<file path="src/rtl/mul_share_arbiter.sv">
// mul_share_arbiter: shares one multi-cycle multiplier between NUM_REQ requesters.
// Round-robin grant, one operation in flight at a time. The product comes back
// tagged with the requester index over a valid/ready channel. A watchdog aborts
// an operation whose multiplier never raises data_valid.
//
// Ports:
//   clk_i, rst_n_i, clk_en_i       clock, synchronous active-low reset, clock enable
//   req_valid_i / req_ready_o      per-requester request handshake (ready is one-hot)
//   req_operand_A_i/_B_i           packed operands, requester k at [k*DATA_WIDTH +: DATA_WIDTH]
//   rsp_valid_o / rsp_ready_i      response handshake
//   rsp_id_o, rsp_result_o         requester index and product of the response
//   rsp_error_o                    response is a watchdog abort (result forced to 0)
//   mul_operand_A_o/_B_o           operands to the multiplier
//   mul_valid_entry_o              start pulse to the multiplier
//   mul_result_i, mul_data_valid_i, mul_busy_i  multiplier result and status
module mul_share_arbiter #(
  parameter int unsigned NUM_REQ    = 4,
  parameter int unsigned DATA_WIDTH = 32,
  parameter int unsigned TIMEOUT    = 16,
  localparam int unsigned ID_WIDTH  = $clog2(NUM_REQ)
) (
  input  logic                            clk_i,
  input  logic                            rst_n_i,
  input  logic                            clk_en_i,
  input  logic [NUM_REQ-1:0]              req_valid_i,
  output logic [NUM_REQ-1:0]              req_ready_o,
  input  logic [NUM_REQ*DATA_WIDTH-1:0]   req_operand_A_i,
  input  logic [NUM_REQ*DATA_WIDTH-1:0]   req_operand_B_i,
  output logic                            rsp_valid_o,
  input  logic                            rsp_ready_i,
  output logic [ID_WIDTH-1:0]             rsp_id_o,
  output logic [2*DATA_WIDTH-1:0]         rsp_result_o,
  output logic                            rsp_error_o,
  output logic [DATA_WIDTH-1:0]           mul_operand_A_o,
  output logic [DATA_WIDTH-1:0]           mul_operand_B_o,
  output logic                            mul_valid_entry_o,
  input  logic [2*DATA_WIDTH-1:0]         mul_result_i,
  input  logic                            mul_data_valid_i,
  input  logic                            mul_busy_i
);

  localparam int unsigned WdWidth = $clog2(TIMEOUT + 1);

  typedef enum logic [1:0] {StIdle, StIssue, StWait, StResp} state_e;

  state_e                  state_q, state_d;
  logic [ID_WIDTH-1:0]     ptr_q, ptr_d;
  logic [ID_WIDTH-1:0]     id_q, id_d;
  logic [DATA_WIDTH-1:0]   op_a_q, op_a_d;
  logic [DATA_WIDTH-1:0]   op_b_q, op_b_d;
  logic [WdWidth-1:0]      wdog_q, wdog_d;
  logic [2*DATA_WIDTH-1:0] result_q, result_d;
  logic                    error_q, error_d;

  logic                    grant_found;
  logic [ID_WIDTH-1:0]     grant_id;
  logic [ID_WIDTH-1:0]     cand;

  // Search ptr+1, ptr+2, ... so the last served requester has lowest priority.
  always_comb begin
    grant_found = 1'b0;
    grant_id    = '0;
    cand        = '0;
    for (int unsigned i = 1; i <= NUM_REQ; i++) begin
      cand = ID_WIDTH'((32'(ptr_q) + i) % NUM_REQ);
      if (!grant_found && req_valid_i[cand]) begin
        grant_found = 1'b1;
        grant_id    = cand;
      end
    end
  end

  // Handshake strobes are suppressed while frozen so no transfer is signalled
  // on an edge the registers will not take.
  always_comb begin
    req_ready_o = '0;
    if (state_q == StIdle && grant_found && clk_en_i) begin
      req_ready_o[grant_id] = 1'b1;
    end
  end

  always_comb begin
    state_d           = state_q;
    ptr_d             = ptr_q;
    id_d              = id_q;
    op_a_d            = op_a_q;
    op_b_d            = op_b_q;
    wdog_d            = wdog_q;
    result_d          = result_q;
    error_d           = error_q;
    mul_valid_entry_o = 1'b0;
    unique case (state_q)
      StIdle: begin
        if (grant_found) begin
          id_d    = grant_id;
          op_a_d  = req_operand_A_i[32'(grant_id) * DATA_WIDTH +: DATA_WIDTH];
          op_b_d  = req_operand_B_i[32'(grant_id) * DATA_WIDTH +: DATA_WIDTH];
          state_d = StIssue;
        end
      end
      StIssue: begin
        if (!mul_busy_i) begin
          mul_valid_entry_o = clk_en_i;
          wdog_d            = WdWidth'(TIMEOUT);
          state_d           = StWait;
        end
      end
      StWait: begin
        // A result arriving on the expiry cycle still wins.
        if (mul_data_valid_i) begin
          result_d = mul_result_i;
          error_d  = 1'b0;
          state_d  = StResp;
        end else if (wdog_q == WdWidth'(1)) begin
          result_d = '0;
          error_d  = 1'b1;
          state_d  = StResp;
        end else begin
          wdog_d = wdog_q - WdWidth'(1);
        end
      end
      StResp: begin
        if (rsp_ready_i) begin
          ptr_d   = id_q;
          state_d = StIdle;
        end
      end
      default: state_d = StIdle;
    endcase
  end

  always_ff @(posedge clk_i) begin
    if (!rst_n_i) begin
      state_q  <= StIdle;
      ptr_q    <= ID_WIDTH'(NUM_REQ - 1);
      id_q     <= '0;
      op_a_q   <= '0;
      op_b_q   <= '0;
      wdog_q   <= '0;
      result_q <= '0;
      error_q  <= 1'b0;
    end else if (clk_en_i) begin
      state_q  <= state_d;
      ptr_q    <= ptr_d;
      id_q     <= id_d;
      op_a_q   <= op_a_d;
      op_b_q   <= op_b_d;
      wdog_q   <= wdog_d;
      result_q <= result_d;
      error_q  <= error_d;
    end
  end

  assign rsp_valid_o     = (state_q == StResp);
  assign rsp_id_o        = id_q;
  assign rsp_result_o    = result_q;
  assign rsp_error_o     = error_q;
  assign mul_operand_A_o = op_a_q;
  assign mul_operand_B_o = op_b_q;

endmodule

</file>
<file path="config.mk">
export PLATFORM = sky130hd
export DESIGN_NAME = mul_share_arbiter
export DESIGN_NICKNAME = d
export VERILOG_FILES = /design/src/rtl/mul_share_arbiter.sv
export SDC_FILE = /design/constraint.sdc
export NUM_CORES = 1
export LEC_CHECK = 0
export ABC_AREA = 1
export CAP_MARGIN = 20
export CELL_PAD_IN_SITES_DETAIL_PLACEMENT = 0
export CELL_PAD_IN_SITES_GLOBAL_PLACEMENT = 1
export CORE_MARGIN = 2
export CORE_UTILIZATION = 25
export CTS_CLUSTER_DIAMETER = 80
export DETAILED_ROUTE_END_ITERATION = 12
export PLACE_DENSITY = 0.81
export SYNTH_ARGS = -nofsm -noshare
export SYNTH_HDL_FRONTEND = slang
export SYNTH_SLANG_ARGS = --single-unit
export TNS_END_PERCENT = 1
</file>
<file path="constraint.sdc">
create_clock -name clk_i -period 2.4 [get_ports clk_i]
set_clock_uncertainty 0.1 [all_clocks]
set_input_delay 0.48 -clock clk_i [delete_from_list [all_inputs] [get_ports clk_i]]
set_output_delay 0.48 -clock clk_i [all_outputs]
set_load 0.1 [all_outputs]
</file>
==> results of run 1 <==
-- flip-flops by register name, indices dropped and copies added, names as in the netlist --
name	cells
rsp_id_o	2
rsp_error_o	1
wdog_q	5
mul_operand_B_o	32
rsp_result_o	64
state_q	2
mul_operand_A_o	32
ptr_q	2
-- Yosys cell counts (7+ instances only) --
cell type	number	area share
dfxtp_1	140	0.35
a21oi_1	27	0.017
a22oi_1	46	0.043
nand3_1	202	0.13
o21ai_0	8	0.0050
nand2_1	366	0.17
buf_4	11	0.010
inv_1	180	0.084
buf_1	7	0.0033
nor2_1	251	0.12
clkbuf_1	29	0.014
buf_2	37	0.023
-- worst min-delay path: stages, from the launching register on --
cell     delay [ns]
dfxtp_1        0.31
nand2_1        0.06
a21oi_1        0.05
-- power by group through the flow --
| stage | clock network (uW) | logic, uW | registers (uW) |
|---|---|---|---|
| floorplan | 0 | 1170 | 3950 |
| global placement | 0 | 3780 | 2680 |
| detailed placement | 0 | 3790 | 2680 |
| CTS | 2810 | 3840 | 2630 |
| global route | 2920 | 4120 | 2650 |
| finish | 2720 | 3840 | 2630 |
-- stage by stage --
stage	cell area [um^2]	power, uW	TNS, ns	instances	hold WS (ns)
floorplan	8050	5120	-1.32	1341	0.354
global placement	13200	6460	-25.56	2193	0.355
detailed placement	13200	6470	-27.17	2193	0.357
CTS	14000	9290	-1.38	2229	0.367
global route	14100	9690	-3.50	2232	0.384
finish	14100	9180	-1.25	2232	0.366
-- worst max path at each step --
stage                     startpoint              to  cells past startpoint
4_1_cts        ptr_q[0]$_SDFFE_PN1P_  req_ready_o[1]                     12
6_report       ptr_q[0]$_SDFFE_PN1P_  req_ready_o[1]                     14
5_1_grt        ptr_q[0]$_SDFFE_PN1P_  req_ready_o[2]                     13
3_5_place_dp          req_valid_i[2]  req_ready_o[2]                     14
2_1_floorplan  ptr_q[1]$_SDFFE_PN1P_  req_ready_o[1]                     15
3_3_place_gp          req_valid_i[2]  req_ready_o[2]                     14
-- kinds of logic (layout without fill, tap and decap cells) --
family | after synthesis | after routing | share of synthesized area
DFF | 140 | 140 | 0.350
xor gates and xnor gates | 2 | 2 | 0.00219
other | 0 | 1 | 0
adders and majority gates | 6 | 6 | 0.00937
AOI/OAI and AO/OA | 85 | 85 | 0.0681
and+or+nand+nor | 834 | 834 | 0.429
buffers and inverters | 274 | 762 | 0.142
-- final cells by class --
type                       count  area (um^2)  share of cell area
timing repair buffer         543         5170               0.367
multi-input combinational    927         4270               0.303
sequential                   140         2810               0.199
inverter                     187          726              0.0515
tap                          402          503              0.0357
clock buffer                  17          425              0.0302
clock inverter                15          175              0.0124
antenna                        1         2.50            0.000178
-- per-layer routing --
| metal | vias up | wire [um] | GRT usage |
|---|---|---|---|
| met2 | 357 | 16400 | 0.347 |
| li1 | 5088 | - | - |
| met1 | 4398 | 14200 | 0.233 |
| met4 | 2 | 661 | 0.0534 |
| met5 | - | 6 | 0 |
| met3 | 37 | 2470 | 0.0550 |
-- repair_timing --
item	4_1_cts	5_1_grt
endpoints found under the setup margin	13	66
gates resized for setup	49	18
buffers inserted	6	2
pin swaps	23	15
==> impl_metrics.tcl, run 1 <==
set metrics [dict create \
    clockRootBuffer "clkbuf_16" \
    syn_inst 1341 \
    grt_use_total 0.196 \
    synthArstFlopShare 0 \
    cp_data_arrival_time_ns 2.14 \
    hpwl_um 25300 \
    hold_violations 0 \
    clock_latency_ns 0.42 \
    grt_max_degree 65 \
    reg2reg_to "mul_operand_B_o[0]$_SDFFE_PN0P_" \
    endpoint_kind "output port" \
    vias 9882 \
    dpl_worst_slack_ns -0.580 \
    layout-drive-gt1-share 0.165 \
    synth_ff_type "dfxtp_1" \
    rsz0062_at_grt "yes" \
    cp.required_ns 1.82 \
    worst-r2r-cell-count 18 \
    r2r_start "ptr_q[0]$_SDFFE_PN1P_" \
    slowest_stage "dfxtp_4" \
    drtIter0Drc 386 \
    ys_ff_latch 140 \
    htree_levels 4 \
    clkPwrFrac 0.296 \
    setup_violations 4 \
    cts_tree "done" \
    grt_pass1_wl_um 51400 \
    clk_path_buf_depth 2 \
    maxCapViolCount 0 \
    final_cell_mix "nand2_1, clkdlybuf4s50_1, nor2_1, nand3_1, buf_4" \
    path_buf_inv 5 \
    utilization 0.446 \
    drc 0 \
    die_area_um2 33500 \
    fillerInstances 3287 \
    crit_fanout 4 \
    wl_per_cell_um 15.1 \
    whs_path_depth 2 \
    status "finished, violations left" \
    hp-start "rsp_result_o[51]$_SDFFE_PN0P_" \
    synth.avg_cell_area_um2 5.97 \
    fp.coreArea_um2 31600 \
    cts.sinks 140 \
    crit_top_cell "nand2_4" \
    numCtsBuffers 17 \
    dieHeight_um 183 \
    ioPinCount 467 \
    critical_path.max_stage_delay_ns 0.37 \
    min_period_ns 2.72 \
    crit_type "reg2out" \
    row_count 65 \
    antenna_left 0 \
    syn_to_final_growth_pct 75.8 \
    vias_per_cell 4.43 \
    synthesis.nets 1677 \
    ys.warnings.count 0 \
    dr.pass1.iters 5 \
    maxSlewHeadroom 0.551 \
    cp_cell_sequence "buf_6 > nand2_4 > nand2_4 > nand2_2 > nand2_2 > buf_4 > inv_2 > nand2_2 > nor2_4 > nand2_4 > nand2_4 > inv_8 > nor3_4 > buf_12" \
    ff2ff_setup_slack_ns 0.06 \
    min_to "rsp_result_o[51]$_SDFFE_PN0P_" \
    overflow 0 \
    crit_family "simple AND/OR/NAND/NOR gates" \
    combinationalPowerShare 0.418 \
    start_kind "flop" \
    ir_worst_vdd_mv 0.472 \
    synth_edf_count 0 \
    synth.distinct_cells 30 \
    p_int_uw 5310 \
    p_seq_frac 0.286 \
    worstMarginPinSlew_ns 0.674 \
    leakagePower_uw 0.00686 \
    io_buffers 466 \
    antenna_found_initial 1 \
    nets 2152 \
    mostFrequentLayoutCell "nand2_1" \
    report.final.slew_viol_count 0 \
    violations "negative setup slack" \
    netlist_area_um2 8010 \
    fmax_mhz 368 \
    p_sw_frac 0.422 \
    power.switching_uw 3880 \
    ys_seq_area_frac 0.350 \
    cts.clk_slew.worst_paths_ns 0.07 \
    grt_pass1_vias 9638 \
    initial_core_util 0.254 \
    layout_setup_ws_ns -0.317 \
    die_w_um 183 \
    globalplace.congestion 0.854 \
    timing.final.crit_share 1.13 \
    power_density_nw_per_um2 652 \
    min-delay-path-class "reg2reg" \
    wl_um 33700 \
    holdBufCountCts 0 \
]
Note: power is estimated with default switching activity, not from simulation.
==> run 2, diff against run 1 <==
--- a/config.mk
+++ b/config.mk
@@ -12,7 +12,9 @@
 export CORE_MARGIN = 2
 export CORE_UTILIZATION = 25
 export CTS_CLUSTER_DIAMETER = 80
+export CTS_CLUSTER_SIZE = 25
 export DETAILED_ROUTE_END_ITERATION = 12
+export GPL_ROUTABILITY_DRIVEN = 0
 export PLACE_DENSITY = 0.81
 export SYNTH_ARGS = -nofsm -noshare
 export SYNTH_HDL_FRONTEND = slang
==> results of run 2 <==
The final DEF is identical to that of run 1; final timing and power are the same.
